[config.mk]
export PLATFORM = sky130hd
export DESIGN_NAME = load_store_unit
export DESIGN_NICKNAME = d
export VERILOG_FILES = /design/src/rtl/lsu_pkg.sv /design/src/rtl/lsu_lane_align.sv /design/src/rtl/load_store_unit.sv
export SDC_FILE = /design/constraint.sdc
export NUM_CORES = 1
export LEC_CHECK = 0
export CAP_MARGIN = 20
export CELL_PAD_IN_SITES_DETAIL_PLACEMENT = 1
export CELL_PAD_IN_SITES_GLOBAL_PLACEMENT = 1
export CORE_ASPECT_RATIO = 0.8
export CORE_MARGIN = 2
export CORE_UTILIZATION = 38
export DETAILED_ROUTE_END_ITERATION = 6
export HOLD_SLACK_MARGIN = 0.08
export PLACE_DENSITY_LB_ADDON = 0.1
export SLEW_MARGIN = 5
export SYNTH_ARGS = -nofsm -noshare
export SYNTH_HDL_FRONTEND = slang
export SYNTH_SLANG_ARGS = --single-unit
[constraint.sdc]
create_clock -name clk -period 5.3 [get_ports clk]
set_input_delay 1.06 -clock clk [delete_from_list [all_inputs] [get_ports clk]]
set_output_delay 1.06 -clock clk [all_outputs]
set_load 0.005 [all_outputs]
[src/rtl/lsu_pkg.sv]
// Shared definitions for the load/store unit.
//   - RV32I funct3 width encodings used by loads and stores
//   - FSM state encoding
//   - default geometry of the data memory
//   - access_err(): decides at accept time whether a request is rejected
package lsu_pkg;

  localparam int MEM_AW_DEFAULT = 7;
  localparam int XLEN_DEFAULT   = 32;

  localparam logic [2:0] F3_B  = 3'b000;
  localparam logic [2:0] F3_H  = 3'b001;
  localparam logic [2:0] F3_W  = 3'b010;
  localparam logic [2:0] F3_BU = 3'b100;
  localparam logic [2:0] F3_HU = 3'b101;

  typedef enum logic [2:0] {
    ST_IDLE,
    ST_RD,
    ST_WR_SETUP,
    ST_WR_PULSE,
    ST_RESP
  } lsu_state_t;

  // Misalignment, out-of-range and illegal width/direction combinations.
  function automatic logic access_err(input logic [2:0] funct3,
                                      input logic       store,
                                      input logic [1:0] addr_lo,
                                      input logic       out_of_range);
    logic err;
    err = out_of_range;
    case (funct3)
      F3_B:         ;
      F3_H:         if (addr_lo[0]) err = 1'b1;
      F3_W:         if (addr_lo != 2'b00) err = 1'b1;
      F3_BU, F3_HU: if (store) err = 1'b1;
      default:      err = 1'b1;
    endcase
    return err;
  endfunction

endpackage

[src/rtl/lsu_lane_align.sv]
// Combinational byte-lane steering for the load/store unit.
// Ports:
//   funct3      access width / signedness
//   byte_off    byte offset within the word (addr[1:0])
//   old_word    word read back from memory, merged into for sub-word stores
//   store_data  store data from the pipeline (low bytes used for SB/SH)
//   read_word   word read from memory for loads
//   merged_word word to write back for a store
//   load_word   extracted and sign/zero-extended load result
module lsu_lane_align
  import lsu_pkg::*;
#(
  parameter int XLEN = XLEN_DEFAULT
) (
  input  logic [2:0]      funct3,
  input  logic [1:0]      byte_off,
  input  logic [XLEN-1:0] old_word,
  input  logic [XLEN-1:0] store_data,
  input  logic [XLEN-1:0] read_word,
  output logic [XLEN-1:0] merged_word,
  output logic [XLEN-1:0] load_word
);

  logic [3:0]      lane_mask;
  logic [XLEN-1:0] store_rep;
  logic [XLEN-1:0] shifted;

  // Replicate the store data across the word so each selected lane can
  // simply take its own byte position.
  always_comb begin
    lane_mask = 4'b1111;
    store_rep = store_data;
    case (funct3[1:0])
      2'b00: begin
        lane_mask = 4'b0001 << byte_off;
        store_rep = {4{store_data[7:0]}};
      end
      2'b01: begin
        lane_mask = byte_off[1] ? 4'b1100 : 4'b0011;
        store_rep = {2{store_data[15:0]}};
      end
      default: ;
    endcase
  end

  genvar gi;
  generate
    for (gi = 0; gi < 4; gi++) begin : g_lane
      assign merged_word[gi*8 +: 8] = lane_mask[gi] ? store_rep[gi*8 +: 8]
                                                    : old_word[gi*8 +: 8];
    end
  endgenerate

  assign shifted = read_word >> {byte_off, 3'b000};

  always_comb begin
    load_word = read_word;
    case (funct3)
      F3_B:    load_word = {{(XLEN-8){shifted[7]}}, shifted[7:0]};
      F3_H:    load_word = {{(XLEN-16){shifted[15]}}, shifted[15:0]};
      F3_BU:   load_word = {{(XLEN-8){1'b0}}, shifted[7:0]};
      F3_HU:   load_word = {{(XLEN-16){1'b0}}, shifted[15:0]};
      default: load_word = read_word;
    endcase
  end

endmodule

[src/rtl/load_store_unit.sv]
// Load/store unit: initiator side of a word-wide data memory.
// Ports:
//   clk, reset                 clock, synchronous active-high reset
//   req_valid/req_ready        request handshake (ready only in IDLE)
//   req_funct3/req_store       access width/sign and direction
//   req_addr/req_wdata         byte address and store data
//   resp_valid/resp_ready      response handshake
//   resp_rdata/resp_err        extended load data, error flag
//   mem_read/mem_write         level read enable, rising-edge write strobe
//   mem_addr/mem_wdata         word address and write data
//   mem_rdata                  combinational memory read data
// Sub-word stores are read-modify-write since the memory has no byte enables.
module load_store_unit
  import lsu_pkg::*;
#(
  parameter int MEM_AW = MEM_AW_DEFAULT,
  parameter int XLEN   = XLEN_DEFAULT
) (
  input  logic              clk,
  input  logic              reset,
  input  logic              req_valid,
  output logic              req_ready,
  input  logic [2:0]        req_funct3,
  input  logic              req_store,
  input  logic [XLEN-1:0]   req_addr,
  input  logic [XLEN-1:0]   req_wdata,
  output logic              resp_valid,
  input  logic              resp_ready,
  output logic [XLEN-1:0]   resp_rdata,
  output logic              resp_err,
  output logic              mem_read,
  output logic              mem_write,
  output logic [MEM_AW-1:0] mem_addr,
  output logic [XLEN-1:0]   mem_wdata,
  input  logic [XLEN-1:0]   mem_rdata
);

  lsu_state_t        state_reg, state_next;
  logic [2:0]        funct3_reg;
  logic              store_reg;
  logic [1:0]        addr_lo_reg;
  logic [XLEN-1:0]   wdata_reg;

  logic              mem_read_next, mem_write_next;
  logic [MEM_AW-1:0] mem_addr_next;
  logic [XLEN-1:0]   mem_wdata_next;
  logic              resp_valid_next, resp_err_next;
  logic [XLEN-1:0]   resp_rdata_next;

  logic              accept;
  logic              req_err;
  logic [XLEN-1:0]   merged_word;
  logic [XLEN-1:0]   load_word;

  assign req_ready = (state_reg == ST_IDLE);
  assign accept    = req_valid && req_ready;
  assign req_err   = access_err(req_funct3, req_store, req_addr[1:0],
                                |req_addr[XLEN-1:MEM_AW+2]);

  lsu_lane_align #(.XLEN(XLEN)) u_align (
    .funct3      (funct3_reg),
    .byte_off    (addr_lo_reg),
    .old_word    (mem_rdata),
    .store_data  (wdata_reg),
    .read_word   (mem_rdata),
    .merged_word (merged_word),
    .load_word   (load_word)
  );

  always_comb begin
    state_next      = state_reg;
    mem_read_next   = 1'b0;
    mem_write_next  = 1'b0;
    mem_addr_next   = mem_addr;
    mem_wdata_next  = mem_wdata;
    resp_valid_next = 1'b0;
    resp_err_next   = resp_err;
    resp_rdata_next = resp_rdata;
    case (state_reg)
      ST_IDLE: begin
        if (accept) begin
          if (req_err) begin
            state_next      = ST_RESP;
            resp_valid_next = 1'b1;
            resp_err_next   = 1'b1;
            resp_rdata_next = '0;
          end else begin
            mem_addr_next = req_addr[MEM_AW+1:2];
            // Full-word stores skip the read; everything else needs the old word.
            if (req_store && req_funct3 == F3_W) begin
              state_next     = ST_WR_SETUP;
              mem_wdata_next = req_wdata;
            end else begin
              state_next    = ST_RD;
              mem_read_next = 1'b1;
            end
          end
        end
      end
      ST_RD: begin
        if (store_reg) begin
          state_next     = ST_WR_SETUP;
          mem_wdata_next = merged_word;
        end else begin
          state_next      = ST_RESP;
          resp_valid_next = 1'b1;
          resp_err_next   = 1'b0;
          resp_rdata_next = load_word;
        end
      end
      ST_WR_SETUP: begin
        // Address and data have been stable for a full cycle; raise the strobe.
        state_next     = ST_WR_PULSE;
        mem_write_next = 1'b1;
      end
      ST_WR_PULSE: begin
        state_next      = ST_RESP;
        resp_valid_next = 1'b1;
        resp_err_next   = 1'b0;
        resp_rdata_next = '0;
      end
      ST_RESP: begin
        resp_valid_next = 1'b1;
        if (resp_ready) begin
          state_next      = ST_IDLE;
          resp_valid_next = 1'b0;
        end
      end
      default: state_next = ST_IDLE;
    endcase
  end

  always_ff @(posedge clk) begin
    if (reset) begin
      state_reg   <= ST_IDLE;
      funct3_reg  <= '0;
      store_reg   <= 1'b0;
      addr_lo_reg <= '0;
      wdata_reg   <= '0;
      mem_read    <= 1'b0;
      mem_write   <= 1'b0;
      mem_addr    <= '0;
      mem_wdata   <= '0;
      resp_valid  <= 1'b0;
      resp_err    <= 1'b0;
      resp_rdata  <= '0;
    end else begin
      state_reg  <= state_next;
      mem_read   <= mem_read_next;
      mem_write  <= mem_write_next;
      mem_addr   <= mem_addr_next;
      mem_wdata  <= mem_wdata_next;
      resp_valid <= resp_valid_next;
      resp_err   <= resp_err_next;
      resp_rdata <= resp_rdata_next;
      if (accept) begin
        funct3_reg  <= req_funct3;
        store_reg   <= req_store;
        addr_lo_reg <= req_addr[1:0];
        wdata_reg   <= req_wdata;
      end
    end
  end

endmodule

==> results.txt, run 1 <==
Full die area = 17,710 um^2
Post-DRT Antenna Nets = 0
Number of synthesized flops with an enable pin = 0
Routed wire length per instance = 21.65 um
Initial antenna violation count = 0
Clk slew on worst S/H paths = 50 ps
Slew HR = 38.47%
First-pass GRT wire length = 38,380 um
Leading area contributor after synthesis = dfxtp_1
Max Clock Skew = 8.317 ps
Status = complete, no violations
P_int = 1.729 mW
DRC violations left = 0
Period utilisation layout = 64.21%
Sequential fraction of the synthesis area = 36.69%
Vias per cell = 5.866
Worst-path maximum fanout = 31
Peak VDD IR = 230.8 uV
Chip width = 148.3 um
Comb pwr share = 14.1%
Synth Cell Area = 6330 um^2
Synth Instances = 764
Syn. warnings = 0
Vias = 6,687
Site row count = 42
Top post-synthesis cells by area = dfxtp_1 37%, mux2i_1 8.9%, a21oi_1 7.6%
Drt total wl = 24,680 um
DRT Pass-1 Iters = 6
Post-synthesis average cell area = 8.285 um^2
RSZ-0062 raised after global routing = no
Setup Buffers After CTS = 0
Ports = 180
CP endpoint kind = flip-flop
Most frequent cells in the layout = 178 x clkdlybuf4s50_1, 115 x dfxtp_1, 105 x nand2_1
Layout Nets = 1,011
Crit Path Class = in2reg
Final Hold Fails = 0
CP startpoint kind = input pin
GRT Total Usage = 27.89%
Worst-Skew Late Latency = 420 ps
Sw Ratio = 26.64%
CTS tree = built
Post-CTS sizing = 0
PD cells = 267.9 nW/um^2
Synth top area share = 36.69%
Worst-margin pin slew = 921.7 ps
Commonest non-fill, non-tap cell in the layout = clkdlybuf4s50_1
Mapped Nets = 868
Setup-failing EPs final = 0
CTS sink cnt = 116
RePlAce Congestion = 0.9037
Hold buffer count at cts = 0
LEAKAGE = 2.909 nW
Final min period = 3403 ps
CORE AREA = 16,450 um^2
NetSw = 627.8 uW
CTS max path bufs = 2
Setup TNS = 0 ps
Multi-input combinational cell area = 3660 um^2
Share of layout cells above drive strength 1 = 9.674%
CTS buffer count = 17
Hold path cells = 2
Fmax = 0.2939 GHz
FILL cells = 1,928
Largest net degree at the start of global routing = 73
Worst-case hold slack = 461.4 ps
H-tree Lvls = 4
Unique cell type count in the Yosys netlist = 54
DP Wirelength = 17,730 um
Hold Path Class = reg2reg
Max Cap Viol = 0
Top FF cell, synth = dfxtp_1
Sequential power share = 39.1%
Total grt overflow = 0
DP Area = 8190 um^2
Vert. Die Dim = 119.4 um
Synthesis-stage register bit count = 116
Clock Power Share = 46.8%
Diodes inserted = 0
Reg-to-reg setup timing slack = 2650 ps
Buffers on Ports = 179
Register area = 2323 um^2
Vias in the first global route = 6,896
R2R depth = 7
Worst path required time = 5640 ps
Final cell area excluding filler cells = 8798 um^2
Starting density of the core = 38.48%
Post-synth ARST share = 0%
Synth-to-layout area growth = 39.00%
CP Data Arrival Time = 3740 ps
Root Driver = clkbuf_16
Iter 0 DRT Violations = 450
Final slew viol count = 0
[through the flow]
| stage | utilization, % | power (mW) | cells | setup slack [ps] |
|---|---|---|---|---|
| after floorplan | - | 1.097 | 764 | 2614 |
| after global placement | 49.79 | 1.249 | 1105 | 1624 |
| after detailed placement | 49.79 | 1.260 | 1105 | 1462 |
| after CTS | 53.23 | 2.360 | 1137 | 1882 |
| after global routing | 53.49 | 2.429 | 1140 | 1741 |
| final | 53.49 | 2.357 | 1140 | 1897 |
[final cells by class]
cell class              instances  area share, %
multi-input cells             565          41.60
inverters                      12         0.5119
clock buffers                  23          5.546
well taps                     220          3.129
flip-flops and latches        116          26.41
repair buffers                195          21.93
clock inverters                 9         0.8817
[cells in the mapped netlist (17+ instances only)]
cell type / instances
nand2b_1: 29
a311oi_1: 17
a21oi_1: 96
clkbuf_1: 45
o21ai_0: 24
nor2_1: 29
dfxtp_1: 116
nor3_1: 19
nor2b_1: 21
buf_2: 17
mux2i_1: 56
o211ai_1: 31
o21ai_1: 28
nand2_1: 105
[cells by family (layout without fill, tap and decap cells)]
| group | after synthesis | after routing | share of synthesized area (%) |
|---|---|---|---|
| compound gates | 263 | 263 | 28.11 |
| mux | 65 | 65 | 10.63 |
| simple gates | 237 | 237 | 18.96 |
| buf+inv | 83 | 239 | 5.614 |
| flops | 116 | 116 | 36.69 |
[power by group through the flow]
stage	Sequential [mW]	Clock, mW	Combinational (mW)
2_1_floorplan	0.921	0	0.176
3_3_place_gp	0.938	0	0.311
3_5_place_dp	0.939	0	0.321
4_1_cts	0.921	1.12	0.323
5_1_grt	0.925	1.15	0.356
6_report	0.922	1.10	0.333
[critical path, stage by stage]
cell and delay [ps]:
clkdlybuf4s50_1 420, nor4_1 400, nand4_1 310, o31ai_4 260
buf_4 360, and2_1 220, buf_4 400, mux2i_1 260
[final timing paths]
check / start / end
worst min register to register: wdata_reg[30] / wdata_reg[30]
worst max-delay path: req_addr[23] / mem_wdata[7]
worst max register to register: funct3_reg[1] / resp_rdata[28]
worst min-delay path: wdata_reg[30] / wdata_reg[30]
[per-layer routing]
metal	routed length (um)	vias up	part of all wire, %	global-route usage (%)
li1	-	3092	-	-
met1	10990	3277	45	37.72
met2	11260	274	46	43.43
met3	1923	44	7.8	7.318
met4	510	0	2.1	8.929
met5	0	-	0	0
Note: power is estimated with default switching activity, not from simulation.
==> run 2, diff against run 1 <==
--- a/config.mk
+++ b/config.mk
@@ -10,7 +10,7 @@
 export CELL_PAD_IN_SITES_GLOBAL_PLACEMENT = 1
 export CORE_ASPECT_RATIO = 0.8
 export CORE_MARGIN = 2
-export CORE_UTILIZATION = 38
+export CORE_UTILIZATION = 35
 export DETAILED_ROUTE_END_ITERATION = 6
 export HOLD_SLACK_MARGIN = 0.08
 export PLACE_DENSITY_LB_ADDON = 0.1
==> constraint.sdc (replaced) <==
create_clock -name clk -period 3.5 [get_ports clk]
set_input_delay 0.7 -clock clk [delete_from_list [all_inputs] [get_ports clk]]
set_output_delay 0.7 -clock clk [all_outputs]
set_load 0.005 [all_outputs]
==> run 2 against run 1 <==
  * Largest power group unchanged
  * Register-to-register slack got worse by 2000 ps
  * Critical path type is now reg2reg
  * The flow now finishes with violations (DRC)
  * Non-clock buffer count rose by 2
  * Global-route usage fell by 1.0 points
==> results.txt, run 2 (synthesis results as in run 1) <==
Site row count = 43 (was 42)
Routed wire length per instance = 22.39 um (was 21.65 um)
Drt total wl = 25,680 um (was 24,680 um)
Comb pwr share = 14.1% (about the same)
Largest net degree at the start of global routing = 81 (was 73)
Most frequent cells in the layout = 178 x clkdlybuf4s50_1, 115 x dfxtp_1, 105 x nand2_1 (unchanged)
NetSw = 966.2 uW (was 627.8 uW)
GRT Total Usage = 26.87% (was 27.89%)
Worst-margin pin slew = 990.3 ps (was 921.7 ps)
Post-DRT Antenna Nets = 0 (unchanged)
Share of layout cells above drive strength 1 = 9.653% (was 9.674%)
Setup-failing EPs final = 0 (unchanged)
RePlAce Congestion = 0.9866 (was 0.9037)
Max Cap Viol = 0 (unchanged)
DRT Pass-1 Iters = 7 (was 6)
Final Hold Fails = 0 (unchanged)
Full die area = 19,180 um^2 (was 17,710 um^2)
Hold buffer count at cts = 0 (unchanged)
Vert. Die Dim = 124.3 um (was 119.4 um)
CP startpoint kind = flip-flop (was input pin)
Hold Path Class = reg2reg (unchanged)
CTS sink cnt = 116 (unchanged)
Status = complete, but fails checks (was complete, no violations)
PD cells = 411.1 nW/um^2 (was 267.9 nW/um^2)
Vias in the first global route = 6,963 (was 6,896)
Final Power = 3.643 mW (was 2.357 mW)
CTS tree = built (unchanged)
Crit Path Class = reg2reg (was in2reg)
Pre-CTS setup slack = 440.7 ps (was 1462 ps)
Final setup margin = 607.2 ps (was 1897 ps)
Peak VDD IR = 308.9 uV (was 230.8 uV)
Root Driver = clkbuf_16 (unchanged)
Iter 0 DRT Violations = 549 (was 450)
Clk slew on worst S/H paths = 50 ps (about the same)
Starting density of the core = 36.09% (was 38.48%)
Finished Core Util = 50.52% (was 53.49%)
Buffers on Ports = 179 (unchanged)
Chip width = 154.4 um (was 148.3 um)
Fmax = 0.3457 GHz
Vias = 6,756 (was 6,687)
Diodes inserted = 0 (unchanged)
CP endpoint kind = flip-flop (unchanged)
CTS buffer count = 17 (unchanged)
Sw Ratio = 26.53% (was 26.64%)
Synth-to-layout area growth = 39.99% (was 39.00%)
Layout Nets = 1,013 (was 1,011)
CP Data Arrival Time = 3230 ps (was 3740 ps)
LEAKAGE = 2.922 nW (was 2.909 nW)
Setup TNS = 0 ps (unchanged)
Setup Buffers After CTS = 0 (unchanged)
H-tree Lvls = 4 (unchanged)
P_int = 2.676 mW (was 1.729 mW)
Post-CTS sizing = 0 (unchanged)
Slew HR = 32.27% (was 38.47%)
Final min period = 2893 ps
DRC violations left = 24 (was 0)
Worst-path maximum fanout = 20 (was 31)
RSZ-0062 raised after global routing = no (unchanged)
Ports = 180 (unchanged)
Final slew viol count = 0 (unchanged)
Max Clock Skew = 7.368 ps (was 8.317 ps)
CORE AREA = 17,540 um^2 (was 16,450 um^2)
Total grt overflow = 0 (unchanged)
Failing checks = DRC
Period utilisation layout = 82.65%
First-pass GRT wire length = 40,190 um (was 38,380 um)
Sequential power share = 38.4% (was 39.1%)
Worst path required time = 3840 ps (was 5640 ps)
Clock Power Share = 47.6% (was 46.8%)
Commonest non-fill, non-tap cell in the layout = clkdlybuf4s50_1 (unchanged)
Vias per cell = 5.890 (was 5.866)
DP Wirelength = 18,290 um (was 17,730 um)
Worst-Skew Late Latency = 430 ps (was 420 ps)
Initial antenna violation count = 0 (unchanged)
CTS max path bufs = 2 (unchanged)
## run 2: cell types whose count changed in the layout (fill, tap and decap cells not counted), sizes merged
| cell | before | now |
|---|---|---|
| clkinv | 5 | 2 |
| buf | 17 | 19 |
| clkinvlp | 3 | 4 |
| clkbuf | 23 | 24 |
| bufinv | 1 | 2 |
## run 2: power by group through the flow
| stage | clock network (mW) | registers, mW | logic [mW] |
|---|---|---|---|
| 2_1_floorplan | 0 | 1.39 | 0.266 |
| 3_3_place_gp | 0 | 1.42 | 0.473 |
| 3_5_place_dp | 0 | 1.43 | 0.487 |
| 4_1_cts | 1.76 | 1.40 | 0.494 |
| 5_1_grt | 1.83 | 1.40 | 0.547 |
| 6_report | 1.73 | 1.40 | 0.512 |
## run 2: metrics by stage
step	cell area (um^2)	hold WS [ps]	instances
3_3_place_gp	8237	442.0	1112
6_report	8861	461.5	1147
2_1_floorplan	6330	436.0	764
3_5_place_dp	8244	457.1	1113
5_1_grt	8861	488.9	1147
4_1_cts	8826	464.9	1145
## run 2: path summary, 6_finish.rpt
kind,from,end,slack (ps),depth (start not counted)
worst min-delay path,wdata_reg[30],wdata_reg[30],460,2
worst max-delay path,state_reg[0],mem_wdata[8],610,5
worst max register to register,state_reg[0],mem_wdata[8],610,5
worst min register to register,wdata_reg[30],wdata_reg[30],460,2
## run 2: final cells by class
class / instances / area [um^2]
clock inverters: 8 / 100.1
well taps: 225 / 281.5
fillers: 2027 / 8678
multi-input cells: 565 / 3660
inverters: 12 / 45.04
clock buffers: 24 / 481.7
repair buffers: 197 / 1969
flip-flops and latches: 116 / 2323
## run 2: critical path, stage by stage, from the launching register on
cell and delay, ps:
dfxtp_1 480, inv_2 130, or3_1 800, a2111oi_0 1020
a21oi_1 100, a211oi_1 270
## run 2: layer usage
metal | routed length (um) | track usage (%)
met4 | 452 | 7.081
met5 | 0 | 0
met2 | 12070 | 43.50
met1 | 11420 | 36.12
met3 | 1732 | 6.228
==> run 3, diff against run 2 <==
--- a/config.mk
+++ b/config.mk
@@ -10,7 +10,7 @@
 export CELL_PAD_IN_SITES_GLOBAL_PLACEMENT = 1
 export CORE_ASPECT_RATIO = 0.8
 export CORE_MARGIN = 2
-export CORE_UTILIZATION = 35
+export CORE_UTILIZATION = 32
 export DETAILED_ROUTE_END_ITERATION = 6
 export HOLD_SLACK_MARGIN = 0.08
 export PLACE_DENSITY_LB_ADDON = 0.1
==> constraint.sdc (replaced) <==
create_clock -name clk -period 2.6 [get_ports clk]
set_input_delay 0.52 -clock clk [delete_from_list [all_inputs] [get_ports clk]]
set_output_delay 0.52 -clock clk [all_outputs]
set_load 0.005 [all_outputs]
==> run 3 against run 2 <==
  * Routed wire length increased by 1.6%
  * Utilization decreased by 3.0 points
  * Clock skew increased by 1.6 ps
  * Sequential share of layout area decreased by 0.78 points
  * The flow now finishes without violations
  * Largest power group unchanged
  * Sequential power increased by 34%
  * Highest routed layer unchanged
  * Flip-flop and latch count unchanged
==> results.txt, run 3 (synthesis results as in run 1) <==
Status = complete, no violations (was complete, but fails checks)
CP startpoint kind = flip-flop (unchanged)
PD cells = 549.5 nW/um^2 (was 411.1 nW/um^2)
Worst-margin pin slew = 694.9 ps (was 990.3 ps)
CP max-delay cell = a2111oi_1 (was a2111oi_0)
Delay-heaviest family, CP = compound AO/OA/AOI/OAI gates (unchanged)
Synth-to-layout area growth = 44.26% (was 39.99%)
Ports = 180 (unchanged)
CTS tree = built (unchanged)
Reg-to-reg startpoint = state_reg[0] (unchanged)
Buffers on Ports = 179 (unchanged)
CP Data Arrival Time = 2760 ps (was 3230 ps)
GRT Total Usage = 25.07% (was 26.87%)
Vias per cell = 5.608 (was 5.890)
Post-CTS sizing = 0 (unchanged)
Final Hold Fails = 0 (unchanged)
CTS max path bufs = 2 (unchanged)
Worst-Skew Late Latency = 430 ps (about the same)
Final slew viol count = 0 (unchanged)
Most frequent cells in the layout = 178 x clkdlybuf4s50_1, 115 x dfxtp_1, 105 x nand2_1 (unchanged)
Worst-case hold slack = 463.4 ps (was 461.5 ps)
Worst setup endpoint = mem_wdata[8] (unchanged)
Total grt overflow = 0 (unchanged)
Final min period = 2420 ps (was 2893 ps)
First-pass GRT wire length = 40,480 um (was 40,190 um)
Vias = 6,780 (was 6,756)
Layout Nets = 1,043 (was 1,013)
Vert. Die Dim = 129.8 um (was 124.3 um)
RePlAce Congestion = 0.8728 (was 0.9866)
DP Wirelength = 19,100 um (was 18,290 um)
Setup Buffers After CTS = 0 (unchanged)
R2R depth = 6 (was 5)
Max Clock Skew = 8.942 ps (was 7.368 ps)
Crit path launch = state_reg[0] (unchanged)
Hold Path Class = reg2reg (unchanged)
Post-DRT Antenna Nets = 0 (unchanged)
DP Area = 8531 um^2 (was 8244 um^2)
Commonest non-fill, non-tap cell in the layout = clkdlybuf4s50_1 (unchanged)
RSZ-0062 raised after global routing = no (unchanged)
Reg-to-reg setup timing slack = 180 ps (was 610 ps)
Iter 0 DRT Violations = 532 (was 549)
Setup-failing EPs final = 0 (unchanged)
Capturing point of the worst reg2reg path = mem_wdata[8] (unchanged)
Finished Core Util = 47.56% (was 50.52%)
Clk slew on worst S/H paths = 60 ps (was 50 ps)
Initial antenna violation count = 0 (unchanged)
H-tree Lvls = 4 (unchanged)
Slew HR = 53.67% (was 32.27%)
Crit path buf inv count = 2 (was 1)
Vias in the first global route = 7,059 (was 6,963)
Max Cap Viol = 0 (unchanged)
Chip width = 161.2 um (was 154.4 um)
Worst-path maximum fanout = 7 (was 20)
DRC violations left = 0 (was 24)
Drt total wl = 26,080 um (was 25,680 um)
CORE AREA = 19,200 um^2 (was 17,540 um^2)
Root Driver = clkbuf_16 (unchanged)
CP endpoint kind = flip-flop (unchanged)
CTS sink cnt = 116 (unchanged)
Final cell area excluding filler cells = 9131 um^2 (was 8861 um^2)
LEAKAGE = 3.087 nW (was 2.922 nW)
Routed wire length per instance = 21.57 um (was 22.39 um)
Period utilisation layout = 93.06% (was 82.65%)
Starting density of the core = 32.97% (was 36.09%)
Peak VDD IR = 475.9 uV (was 308.9 uV)
Site row count = 45 (was 43)
CP max stage delay = 660 ps (was 1020 ps)
Fmax = 0.4133 GHz (was 0.3457 GHz)
Diodes inserted = 0 (unchanged)
Crit. path cell count = 6 (was 5)
DRT Pass-1 Iters = 6 (was 7)
Crit Path Class = reg2reg (unchanged)
Worst path required time = 2940 ps (was 3840 ps)
Hold buffer count at cts = 0 (unchanged)
Share of layout cells above drive strength 1 = 12.62% (was 9.653%)
Full die area = 20,930 um^2 (was 19,180 um^2)
Largest net degree at the start of global routing = 64 (was 81)
CTS buffer count = 17 (unchanged)
Crit-path cells = inv_2 -> or3_1 -> a2111oi_1 -> buf_4 -> a21oi_1 -> a211oi_1 (was inv_2 -> or3_1 -> a2111oi_0 -> a21oi_1 -> a211oi_1)
## run 3: worst min-delay path by stage
stage | startpoint | cells after the start | endpoint
floorplan | wdata_reg[16] | 2 | wdata_reg[16]
global placement | wdata_reg[31] | 2 | wdata_reg[31]
detailed placement | wdata_reg[28] | 2 | wdata_reg[28]
CTS | wdata_reg[28] | 2 | wdata_reg[28]
global route | wdata_reg[28] | 2 | wdata_reg[28]
finish | wdata_reg[28] | 2 | wdata_reg[28]
## run 3: through the flow
| step | setup TNS (ps) | power [mW] | setup slack, ps | instances |
|---|---|---|---|---|
| finish | 0 | 5.018 | 180.4 | 1209 |
| detailed placement | -5474 | 2.623 | -223.4 | 1177 |
| global placement | -1642 | 2.603 | -82.69 | 1177 |
| global route | 0 | 5.184 | 17.53 | 1209 |
| CTS | 0 | 5.046 | 131.8 | 1208 |
| floorplan | 0 | 2.237 | 454.2 | 764 |
## run 3: area by class of cell
type,count,area (um^2)
fill,2240,10070
multi-input combinational,565,3661
sequential,116,2323
timing repair buffer,227,2187
clock buffer,21,460.4
tap,258,322.8
clock inverter,10,131.4
inverter,12,45.04
## run 3: layer usage
| metal | track usage (%) | routed length [um] | up-vias | part of all wire (%) |
|---|---|---|---|---|
| li1 | - | - | 3163 | - |
| met1 | 33.52 | 12180 | 3337 | 47 |
| met2 | 40.37 | 11610 | 238 | 45 |
| met3 | 6.198 | 1829 | 42 | 7.0 |
| met4 | 7.458 | 454 | 0 | 1.7 |
| met5 | 0 | 0 | - | 0 |
## run 3: power breakdown
| group | leakage [nW] | switching [mW] | internal [mW] | total [mW] |
|---|---|---|---|---|
| sequential | 0.941 | 0.0493 | 1.82 | 1.87 |
| clock | 0.292 | 0.872 | 1.54 | 2.42 |
| combinational | 1.85 | 0.410 | 0.325 | 0.735 |
| total | 3.09 | 1.33 | 3.69 | 5.02 |
## run 3: worst min-delay path, stage by stage (launching register included)
cell	delay [ps]
dfxtp_1	310
nand2_1	50
a21oi_1	50
==> RTL edit 1 (config.mk and constraints of run 3) <==
Make the reset (`reset`) asynchronous in one clocked block. Comments in the files are not updated.
--- a/src/rtl/load_store_unit.sv
+++ b/src/rtl/load_store_unit.sv
@@ -132,3 +132,3 @@
 
-  always_ff @(posedge clk) begin
+  always_ff @(posedge clk or posedge reset) begin
     if (reset) begin
Formal check against the unedited RTL: differs if reset is asserted again (counterexample within 4 cycles, from zero or initial values and one cycle with reset high); with reset held inactive, the same outputs for 4 cycles.
==> RTL edit 1 against run 3 <==
Area after synthesis is 0.93% lower. Final area rose by 0.71%. Via count shrank 17%. Fmax down 2.4%. Sequential cell count stayed put. Wire length is 14% lower. Setup slack worse by 0.058 ns. Total power up 19%. Non-clock buffer count shrank 7.
==> RTL edit 1: results (changes against run 3) <==
[run_status]
status = complete, no violations

[logic_synthesis]
ys_async_sr_fraction_pct = 100.0  ; +100 points
avgSynthCellArea_um2 = 10.02  ; +21%
muxShareOfSynthArea_pct = 18.42  ; +7.8 points
yosysSeqAreaShare_pct = 46.29  ; +9.6 points
synth_nets = 730  ; -16%
ys_top_cells_by_area = dfrtp_1 (46%), nand2_1 (8.0%), mux2_2 (6.8%)
synth_adder_area_share_pct = 0  ; unchanged
synth_common_cells = nand2_1 (134), dfrtp_1 (116), o21ai_0 (60)
yosysWarnings = 0  ; unchanged
synth-xor-area-share_pct = 0.1397  ; +0.14 points
ys_types = 47  ; -13%
synth_compound_area_share_pct = 15.96  ; -12 points

[cells_and_area]
multi_input_comb_area_um2 = 3088  ; -16%
drive_gt1_share_pct = 15.88  ; +3.3 points
diodes = 0  ; unchanged
fillers = 2050  ; -8.5%
num-nets-final = 923  ; -12%

[sta]
clock-skew-final_ns = 0.007814  ; -0.001129 ns
worstMarginPinSlew_ns = 0.6741  ; -0.02077 ns

[grt]
grt_max_degree = 54  ; -16%
grt_usage_pct = 22.60  ; -2.5 points
grt_pass1_vias = 6120  ; -13%
antenna_found_initial = 0  ; unchanged
grt_pass1_wl_mm = 35.38  ; -13%

[placed_design]
dp_hpwl_mm = 16.92  ; -11%
place_inst = 1058  ; -10%
port_buffers = 179  ; unchanged
pre_cts_ws_ns = -0.3236  ; -0.1001 ns
placedInstanceArea_um2 = 8581  ; +0.59%
gp_congestion = 0.8473  ; -2.9%

[route]
firstDrtPassIters = 4  ; -2
vias = 5644  ; -17%
viasPerCell = 5.183  ; -7.6%
first_iter_violations = 284  ; -47%
post_drt_wl_per_cell_um = 20.70  ; -4.0%

[cts]
clk_path_buf_depth = 2  ; unchanged
root_buffer = clkbuf_16
cts_max_level = 4  ; unchanged
clk_pin_slew_worst_paths_ns = 0.05
cts_inserted_buffers = 17  ; unchanged

[hold_path]
min_from = wdata_reg[19]
worstHoldEndpoint = wdata_reg[19]

[worst_setup_path]
crit_arrival_ns = 2.78  ; +0.02 ns
path_max_fanout = 13  ; +6
rr_endpoint = resp_rdata[6]
rr_startpoint = addr_lo_reg[0]
rrSetupSlack_ns = 0.31  ; +0.13 ns
cp-startpoint = req_funct3[1]
r2r_cells = 6  ; unchanged

[power_and_ir_drop]
p_leak_nw = 4.192  ; +36%
irDropWorstVdd_mv = 0.3855  ; -19%

## RTL edit 1: cell types whose count changed in the layout (fill, tap and decap cells not counted), moves of 29 or more
cell / run 3 / this run
dfrtp_1: 0 / 116
dfxtp_1: 115 / 0
a21oi_1: 96 / 9
o21ai_0: 24 / 60
mux2_2: 8 / 38
nand2_1: 105 / 134
## RTL edit 1: critical path, stage by stage
cell             delay, ns
clkdlybuf4s50_1       0.55
xor2_1                0.18
a221oi_1              0.11
nor3b_4               0.17
buf_12                0.13
a2111o_1              0.44
buf_12                0.17
buf_12                0.14
a221o_1               0.35
## RTL edit 1: cell type report
type                            count  area share (%)
Inverter                           15          0.6531
Timing Repair Buffer              220           24.05
Tap cell                          258           3.510
Sequential cell                   116           31.56
Clock inverter                      9           1.374
Clock buffer                       22           5.265
Multi-Input combinational cell    449           33.58
## RTL edit 1: report_power, final
group	switching, mW	total (mW)	leakage, nW	internal (mW)
registers	0.148	2.08	1.55	1.93
logic	0.756	1.42	2.34	0.668
clock network	0.860	2.46	0.302	1.60
## RTL edit 1: through the flow
stage / power (mW) / hold slack, ns
detailed placement: 3.531 / 0.4651
global placement: 3.498 / 0.4556
floorplan: 2.892 / 0.4401
global route: 6.236 / 0.5013
finish: 5.963 / 0.4767
CTS: 6.015 / 0.4784
## RTL edit 1: logic make-up after synthesis
| logic type | Yosys count |
|---|---|
| XOR/XNOR | 1 |
| AND/OR/NAND/NOR | 201 |
| buffers and inverters | 61 |
| multiplexers | 102 |
| AO/OA/AOI/OAI | 145 |
| flip-flops | 116 |
## RTL edit 1: worst max path at each step
| stage | endpoint | slack (ns) | depth (start not counted) |
|---|---|---|---|
| after global placement | resp_rdata[25] | -0.25 | 9 |
| after CTS | req_ready | 0.01 | 2 |
| after floorplan | resp_rdata[0] | 0.40 | 7 |
| after global routing | resp_rdata[21] | 0.03 | 9 |
| after detailed placement | resp_rdata[25] | -0.32 | 9 |
| final | resp_rdata[25] | 0.12 | 9 |
## RTL edit 1: timing repair
action | in CTS | in global routing
gates resized for setup | 0 | 1
endpoints found under the setup margin | 0 | 1
hold buffers | 0 | 0
buffers inserted | 0 | 0
## RTL edit 1: per-layer routing
| metal | track usage, % | vias up | share of wire (%) |
|---|---|---|---|
| met5 | 0 | - | 0 |
| met4 | 7.313 | 0 | 1.5 |
| met3 | 5.346 | 22 | 6.1 |
| met2 | 35.29 | 166 | 45 |
| met1 | 31.19 | 2851 | 47 |
| li1 | - | 2605 | - |
==> RTL edit 2 (settings of run 3) <==
Made on the original files. `MEM_AW_DEFAULT`: 7 -> 8.
--- a/src/rtl/lsu_pkg.sv
+++ b/src/rtl/lsu_pkg.sv
@@ -7,3 +7,3 @@
 
-  localparam int MEM_AW_DEFAULT = 7;
+  localparam int MEM_AW_DEFAULT = 8;
   localparam int XLEN_DEFAULT   = 32;
Ports: changed (resized mem_addr); port bits go from 180 to 181. The function was not compared with the original's and may differ.
==> RTL edit 2 against run 3 <==
Clock skew down 0.00054 ns. Area after synthesis up 4.4%. Wire length down 3.2%. Non-clock buffer count down 16. Total power up 0.54%. Global-route usage down 1.6 points. Sequential cell count up 1. Count of clock-buffer cells in the layout down 4. Sequential share of layout area down 0.32 points. Setup slack better by 0.0012 ns. Fmax about the same. Final area up 2.2%. Highest routed layer unchanged.
==> RTL edit 2: results (changes against run 3) <==
[run_status]
status = complete, no violations

[sta]
maxSlewHeadroom_pct = 30.11  ; -24 points

[route]
met3_length_mm = 1.121  ; -39%
wl_mm = 25.26  ; -3.2%
m1WireLength_mm = 12.27  ; +0.71%
firstDrtPassIters = 5  ; -1
vias = 6614  ; -2.4%
wl_met2_mm = 11.59  ; -0.18%

[placed_design]
gp_congestion = 0.8155  ; -6.6%
dp_hpwl_mm = 19.00  ; -0.49%
port_buffers = 180  ; +0.56%

[logic_synthesis]
yosysSeqAreaShare_pct = 35.43  ; -1.3 points
ys_top_cells_by_area = dfxtp_1 (35%), mux2i_1 (11%), a21oi_1 (6.9%)
synth_common_cells = dfxtp_1 (117), nand2_1 (116), a21oi_1 (91)
synth_nets = 907  ; +4.5%
ys_types = 53  ; -1.9%
muxShareOfSynthArea_pct = 15.79  ; +5.2 points

[cells_and_area]
drive_gt1_share_pct = 10.38  ; -2.2 points
num-nets-final = 1064  ; +2.0%
fillers = 2349  ; +4.9%

[die]
fp.dieW_um = 164.7  ; +2.1%

[worst_setup_path]
critical-path-max-stage-delay_ns = 0.52  ; -0.14 ns
cp_top_family = buffers and inverters
path_max_fanout = 10  ; +3
crit_arrival_ns = 1.90  ; -0.86 ns

[grt]
grt_pass1_wl_mm = 39.27  ; -3.0%
grt_pass1_vias = 6830  ; -3.2%
grt_usage_pct = 23.42  ; -1.6 points
grt_max_degree = 104  ; +63%

[power_and_ir_drop]
p_leak_nw = 3.470  ; +12%

[RTL edit 2: layout make-up]
cell class | count | area [µm²] | share of cell area, %
inverters | 20 | 75.07 | 0.8048
flip-flops and latches | 117 | 2344 | 25.12
clock inverters | 15 | 178.9 | 1.918
well taps | 264 | 330.3 | 3.541
clock buffers | 17 | 425.4 | 4.561
multi-input cells | 593 | 3880 | 41.60
repair buffers | 211 | 2095 | 22.45
[RTL edit 2: layer usage]
layer | track usage [%] | up-vias
met2 | 37.56 | 178
met3 | 3.918 | 24
met1 | 32.99 | 3222
met4 | 5.121 | 0
met5 | 0 | -
li1 | - | 3190
[RTL edit 2: tightest hold or removal path, cell delays in order (launching register included)]
cell and delay [ns]:
dfxtp_1 0.31, nand2_1 0.05, a21oi_1 0.05
[RTL edit 2: stage by stage]
stage | setup WS (ns) | util (%) | cells | instance area (µm²)
2_1_floorplan | 0.4077 | - | 803 | 6610
3_3_place_gp | -0.02892 | 43.55 | 1205 | 8723
3_5_place_dp | -0.1151 | 43.55 | 1205 | 8723
4_1_cts | 0.1544 | 46.57 | 1237 | 9328
5_1_grt | 0.01389 | 46.57 | 1237 | 9328
6_report | 0.1816 | 46.57 | 1237 | 9328
[RTL edit 2: cell families after synthesis]
family	count (synthesis)
compound gates	225
buf+inv	93
flops	117
mux	100
simple gates	268
[RTL edit 2: path summary, 6_finish.rpt]
kind	start	to	slack, ns	depth (start not counted)
max	state_reg[2]	req_ready	0.18	3
min	wdata_reg[28]	wdata_reg[28]	0.46	2
max reg2reg	state_reg[0]	resp_rdata[18]	0.20	5
min reg2reg	wdata_reg[28]	wdata_reg[28]	0.46	2
[RTL edit 2: report_power, final]
group	internal (mW)	switching [mW]
clock network	1.51	0.920
registers	1.83	0.0552
logic	0.339	0.387
